### src/rtl/sq_acc_arbiter.sv
// Two-requester round-robin arbiter in front of a square-by-odd-sum accumulator.
// The granted requester's n is squared as 1+3+5+...+(2n-1), then held until its req drops.
module sq_acc_arbiter #(
    parameter int WIDTH_X = 7,
    parameter int WIDTH_A = 14
) (
    input  logic               clk,
    input  logic               rst,
    input  logic               req0,
    input  logic [WIDTH_X-1:0] n0,
    input  logic               req1,
    input  logic [WIDTH_X-1:0] n1,
    output logic               gnt0,
    output logic               gnt1,
    output logic               busy,
    output logic               done,
    output logic               done_id,
    output logic [WIDTH_A-1:0] result
);

    typedef enum logic [1:0] {IDLE, RUN, DONE} state_t;

    state_t             state_q, state_d;
    logic               last_id_q, last_id_d;
    logic [WIDTH_X-1:0] n_q, n_d, k_q, k_d;
    logic [WIDTH_A-1:0] acc_q, acc_d, result_q, result_d;
    logic               gnt0_q, gnt0_d, gnt1_q, gnt1_d;
    logic               busy_q, busy_d, done_q, done_d, done_id_q, done_id_d;

    logic               win;
    logic               own_req;
    logic [WIDTH_X-1:0] n_win, k_inc;
    logic [WIDTH_A-1:0] acc_step;

    always_comb begin
        // On a tie the requester that was not served last wins.
        win      = (req0 && req1) ? ~last_id_q : req1;
        n_win    = win ? n1 : n0;
        k_inc    = k_q + WIDTH_X'(1);
        acc_step = acc_q + ((WIDTH_A'(k_q) << 1) | WIDTH_A'(1));
        // While busy, last_id_q holds the owner of the accumulator.
        own_req  = last_id_q ? req1 : req0;

        state_d   = state_q;
        last_id_d = last_id_q;
        n_d       = n_q;
        k_d       = k_q;
        acc_d     = acc_q;
        result_d  = result_q;
        gnt0_d    = gnt0_q;
        gnt1_d    = gnt1_q;
        busy_d    = busy_q;
        done_d    = done_q;
        done_id_d = done_id_q;

        case (state_q)
            IDLE: begin
                if (req0 || req1) begin
                    last_id_d = win;
                    n_d       = n_win;
                    acc_d     = '0;
                    k_d       = '0;
                    gnt0_d    = ~win;
                    gnt1_d    = win;
                    busy_d    = 1'b1;
                    if (n_win == '0) begin
                        state_d   = DONE;
                        done_d    = 1'b1;
                        done_id_d = win;
                        result_d  = '0;
                    end else begin
                        state_d = RUN;
                    end
                end
            end
            RUN: begin
                acc_d = acc_step;
                k_d   = k_inc;
                if (k_inc == n_q) begin
                    state_d   = DONE;
                    done_d    = 1'b1;
                    done_id_d = last_id_q;
                    result_d  = acc_step;
                end
            end
            DONE: begin
                if (!own_req) begin
                    state_d = IDLE;
                    done_d  = 1'b0;
                    gnt0_d  = 1'b0;
                    gnt1_d  = 1'b0;
                    busy_d  = 1'b0;
                end
            end
            default: state_d = IDLE;
        endcase
    end

    always_ff @(posedge clk) begin
        if (rst) begin
            state_q   <= IDLE;
            last_id_q <= 1'b1;
            n_q       <= '0;
            k_q       <= '0;
            acc_q     <= '0;
            result_q  <= '0;
            gnt0_q    <= 1'b0;
            gnt1_q    <= 1'b0;
            busy_q    <= 1'b0;
            done_q    <= 1'b0;
            done_id_q <= 1'b0;
        end else begin
            state_q   <= state_d;
            last_id_q <= last_id_d;
            n_q       <= n_d;
            k_q       <= k_d;
            acc_q     <= acc_d;
            result_q  <= result_d;
            gnt0_q    <= gnt0_d;
            gnt1_q    <= gnt1_d;
            busy_q    <= busy_d;
            done_q    <= done_d;
            done_id_q <= done_id_d;
        end
    end

    assign gnt0    = gnt0_q;
    assign gnt1    = gnt1_q;
    assign busy    = busy_q;
    assign done    = done_q;
    assign done_id = done_id_q;
    assign result  = result_q;

endmodule

### config.mk
export PLATFORM = sky130hd
export DESIGN_NAME = sq_acc_arbiter
export DESIGN_NICKNAME = d
export VERILOG_FILES = /design/src/rtl/sq_acc_arbiter.sv
export SDC_FILE = /design/constraint.sdc
export NUM_CORES = 1
export LEC_CHECK = 0
export CAP_MARGIN = 10
export CORE_ASPECT_RATIO = 1.1
export CORE_UTILIZATION = 32
export CTS_CLUSTER_DIAMETER = 200
export DETAILED_ROUTE_END_ITERATION = 8
export DONT_BUFFER_PORTS = 1
export GPL_ROUTABILITY_DRIVEN = 0
export GPL_TIMING_DRIVEN = 0
export PLACE_DENSITY = 0.58
export SYNTH_ARGS = -nofsm -noshare
export SYNTH_HDL_FRONTEND = slang
export SYNTH_SLANG_ARGS = --single-unit
### constraint.sdc
create_clock -name clk -period 3.1 [get_ports clk]
set_input_delay 0.31 -clock clk [delete_from_list [all_inputs] [get_ports clk]]
set_output_delay 0.31 -clock clk [all_outputs]
set_load 0.01 [all_outputs]
Word level (Yosys, flattened, before mapping)
Index checks and enable logic that the tools add are counted.
{"block": "word_totals", "regBits": 50, "output_inout_bits": 19, "wordCells": 66}
{"block": "classes", "n_addsub": 2, "eq_ne": 7, "muxes": 31, "n_bitwise": 2, "reduce_logical": 13}
{"cell": "14-bit 2-to-1 mux", "n": 4}
{"cell": "14-bit one-hot mux with 2 select lines", "n": 2}
{"cell": "14-bit by 8-bit adder with 14-bit output", "n": 1}
{"cell": "7-bit 2-to-1 mux", "n": 2}
{"cell": "7-bit one-hot mux with 2 select lines", "n": 1}
{"cell": "1-bit 2-to-1 mux", "n": 12}
{"cell": "2-bit 2-to-1 mux", "n": 4}
{"cell": "2-bit inequality test (second input constant)", "n": 4}
{"cell": "1-bit one-hot mux with 2 select lines", "n": 4}
{"cell": "7-bit by 1-bit adder with 7-bit output (second input constant)", "n": 1}
{"cell": "7-bit equality test", "n": 1}
{"cell": "7-bit zero test", "n": 1}
{"cell": "2-bit one-hot mux with 3 select lines", "n": 1}
{"cell": "3-bit AND reduction", "n": 2}
{"cell": "5-bit AND reduction", "n": 1}
{"cell": "2-bit AND reduction", "n": 2}
{"cell": "4-bit AND reduction", "n": 1}
{"cell": "2-bit nonzero test", "n": 2}
{"cell": "1-bit one-hot mux with 3 select lines", "n": 1}
{"cell": "3-bit nonzero test", "n": 1}
{"cell": "2-bit by 1-bit equality test with 1-bit output (second input constant)", "n": 1}
{"cell": "2-bit equality test (second input constant)", "n": 1}
{"cell": "2-bit zero test", "n": 1}
{"cell": "1-bit inverter", "n": 2}
{"cell": "2 further kinds", "n": 2}

Logic depth before layout (Yosys ltp)
{"block": "logic_depth", "ltp_word": 7, "mapped_depth": 8, "mapped_depth_nobuf": 7}

Least setup slack after synthesis
No wires, ideal clock.
{"block": "synth_timing", "path_type": "register to register", "from": "register k_q[0]", "to": "register done_id_q (netlist: done_id)", "arrival_ps": 2407, "required_time_ps": 2979, "setup_slack_ps": 571, "path_stages_with_launch": 9, "synth_period_minus_slack_ps": 2529, "path_cell_list": "dfxtp_1 -> ha_1 -> nand3_1 -> o2111ai_1 -> or3b_4 -> nor4_4 -> nand2b_1 -> buf_6 -> mux2_4"}
{"block": "synth_via", "elab_chain_cells": 4}
{"element": "start, declared", "line_no": "25", "text": "logic [WIDTH_X-1:0] n_q, n_d, k_q, k_d;"}
{"element": "start signal, assigned", "line_no": "116", "text": "k_q <= k_d;"}
{"element": "7-bit by 1-bit adder with 7-bit output", "line_no": "39", "text": "k_inc = k_q + WIDTH_X'(1);"}
{"element": "7-bit equality test", "line_no": "79", "text": "if (k_inc == n_q) begin"}
{"element": "2-bit inequality test (no line)"}
{"element": "4-bit AND reduction (no line)"}
{"element": "end signal, assigned", "line_no": "123", "text": "done_id_q <= done_id_d;"}
{"element": "end, declared", "line_no": "28", "text": "logic busy_q, busy_d, done_q, done_d, done_id_q, done_id_d;"}
No other way between the ends.
A chain may end at the register's enable or synchronous reset.

Worst setup path in the final report
Ends and elaborated chain as after synthesis.

==> results by group <==
Drt
  – Avg WL per Cell: about 15 µm
  – First-pass DRT Iterations: 4
  – Final ANT Viol Nets: 0
  – Vias per inst: between 5 and 6
  – Residual DRC: 0
  – Starting DRC count in detailed routing: 140
  – Via Count: approximately 2500
  – Routed wire length: between 6000 and 7000 µm

STA
  – Final hold violations: 0
  – Slew @ Worst Pin: ~1.1 ns
  – Highest Clock Rate: 349 MHz
  – Rel. slew slack: between 20% and 30%
  – Fin crit share: approximately 93%
  – Clk_skew: 0.0166 ns
  – Pins over their slew limit: 0
  – Period minus WS final: approximately 2.9 ns
  – RSZ-0062 raised after global routing: false
  – Setup TNS: 0 ns
  – Final WS setup: 0.232 ns
  – Final setup vio count: 0
  – Worst Hold Margin: around 0.14 ns

Synth
  – Synthesized net count: 360
  – EDFF count, synth: 0
  – Gate Count Post-Synth: 333
  – Post-synthesis sequential area ratio: 36.7%
  – Netlist cell types: 54
  – Prevailing post-synth register cell: dfxtp_1
  – Area share of the largest cell type after synthesis: around 37%
  – Most common cell in the netlist: dfxtp_1
  – Top post-synthesis cells by count: dfxtp_1, nor2_1, nand2_1
  – Synthesized area: ~0.0027 mm²
  – Synth warnings: 0
  – Syn Area/Cell: around 8 µm²
  – Leading area contributor after synthesis: dfxtp_1
  – Ys async rst share: 0%
  – Number of synthesized register bits: 50
  – Ranking of synthesized cells by area: dfxtp_1, nor2_1, a21oi_1, nand2_1, xnor2_1

Clock tree
  – Root buffer cell: clkbuf_8
  – Worst-path clk slew: around 0.1 ns
  – # clock sinks: 50
  – Post-CTS Resized: 0
  – Post-CTS Hold Buffers: 0
  – CTS tree: yes
  – TritonCTS Buffers: 5
  – Setup bufs post-CTS: 0
  – Clk_lat worst skew: ~0.31 ns
  – H-tree depth: 2
  – CTS max path bufs: 2

Die
  – DIE WIDTH: between 90 and 100 µm
  – Die area: approximately 0.0089 mm²
  – Initial Util: approximately a third
  – Io pins: 37
  – Area of the core: between 0.008 and 0.009 mm²
  – Chip Height: around 99 µm
  – Row count: 34

Layout
  – Final instance area: between 0.002 and 0.003 mm²
  – Share of cells above drive strength 1: under 10%
  – Layout fillers: just under 900
  – Inserted Diodes: 0
  – Synth-to-Final Area Change: 8.66%
  – Finished Core Util: a little under two fifths
  – Non-Filler Instances: ~450
  – Final nets: 369

Worst setup path
  – CP peak stage delay: roughly 0.91 ns
  – Critical Path, Cell by Cell: ha_1, nand3_1, nor3_1, o311ai_0, nor4_4, nand2b_1, buf_6, mux2_4
  – Worst setup startpoint: k_q[0]$_SDFFE_PP0P_
  – R2R Setup Slk: between 0.2 and 0.25 ns
  – R2r worst-path depth: 8
  – CP arrival: slightly above 3 ns
  – Max FO, Critical Path: 10
  – CP endpoint kind: flip-flop
  – CP max stage cell: o311ai_0
  – CP startpoint kind: flip-flop
  – Kind of critical path: reg2reg
  – Worst reg2reg path startpoint: k_q[0]$_SDFFE_PP0P_
  – Reg-to-reg endpoint: done_id$_SDFFE_PP0P_
  – Critical Path Sink: done_id$_SDFFE_PP0P_
  – CP required: around 3.3 ns

Global route
  – Initial antenna violation count: 0
  – Largest net degree at the start of global routing: 16
  – Global router's overall resource usage: roughly 16%
  – First-pass GRT wire length: around 11000 µm
  – Gr ovfl total: 0
  – Vias in the first global route: 2262

Placed design
  – Detailed Place HPWL: approximately 5000 µm
  – Port bufs: 0
  – Placed inst area: between 0.002 and 0.003 mm²
  – Setup WS pre-CTS: around 0.14 ns
  – Placed cells: around 440

Power
  – Power, Total: ~1.3 mW
  – P per Cell Area: approximately 450 mW/mm²
  – Pleak: approximately 1.1 nW
  – Worst VDD drop: 233 µV

Outcome
  – Outcome: finished clean

Flow run
  – Max-Cap Viols: 0

Min path
  – Hold WC Path Type: in2reg
registers in the layout, indices dropped and copies added (netlist names), 2 cells and up:
name / count
result: 14
k_q: 7
state_q: 2
acc_q: 14
n_q: 7
how the worst min path moves through the flow:
stage,startpoint,end,slack (ns),cells after the start
6_report,n1[1],n_q[1]$_SDFFE_PP0P_,0.14,2
3_5_place_dp,acc_q[6]$_SDFFE_PP0P_,acc_q[6]$_SDFFE_PP0P_,0.46,2
3_3_place_gp,acc_q[6]$_SDFFE_PP0P_,acc_q[6]$_SDFFE_PP0P_,0.45,2
2_1_floorplan,acc_q[6]$_SDFFE_PP0P_,acc_q[6]$_SDFFE_PP0P_,0.44,2
5_1_grt,n1[3],n_q[3]$_SDFFE_PP0P_,0.14,2
4_1_cts,n1[1],n_q[1]$_SDFFE_PP0P_,0.14,2
cells in the final DEF (no fill, tap or decap), drive strengths merged, types with 3 or more instances in the layout:
master / instances
dfxtp: 50
nor2: 37
nand2: 33
a21oi: 28
o21ai: 20
clkbuf: 20
nand3: 15
xnor2: 14
inv: 11
a22oi: 11
nor3: 9
a21o: 9
a311oi: 8
ha: 8
buf: 6
o32ai: 5
xor2: 4
nand2b: 4
nand3b: 4
nand4: 3
a211oi: 3
nor4: 3
worst max-delay path: cells and delay by family, from the launching register on:
family,cells,cell delay (ns)
AO/OA/AOI/OAI,1,0.91
AND/OR/NAND/NOR,4,0.69
flip-flops,1,0.43
adder cells (fa/ha/maj),1,0.30
multiplexers,1,0.29
buffers and inverters,1,0.14
layout make-up:
cell class	count	area [µm²]	share of cell area, %
Sequential cell	50	1000	33.7
Clock inverter	2	13.8	0.464
Tap cell	108	135	4.56
Buffer	18	91.3	3.08
Multi-Input combinational cell	254	1600	53.8
Inverter	11	41.3	1.39
Clock buffer	6	72.6	2.45
Timing Repair Buffer	2	15.0	0.506
per-layer routing:
metal  track usage (%)  vias up  wire [µm]
met4              5.71        0        146
li1                  -     1217          -
met2              27.2       72       3200
met1              19.9     1181       3090
met3              2.85       10        373
met5                 0        -          0
kinds of logic after synthesis:
logic type | Yosys count | synth area share, %
compound gates | 103 | 25.1
xor+xnor | 19 | 6.60
fa+ha+maj | 9 | 4.40
buf+inv | 29 | 4.86
flops | 50 | 36.7
mux | 2 | 0.962
simple gates | 121 | 21.4
power breakdown:
group          leakage [nW]  total (mW)  switching [mW]  internal (mW)
logic                 0.628       0.241           0.149         0.0920
clock network        0.0452       0.386           0.227          0.160
registers             0.407       0.703          0.0324          0.671
total                  1.08        1.33           0.408          0.923
Power figures use the tool's default switching activity.
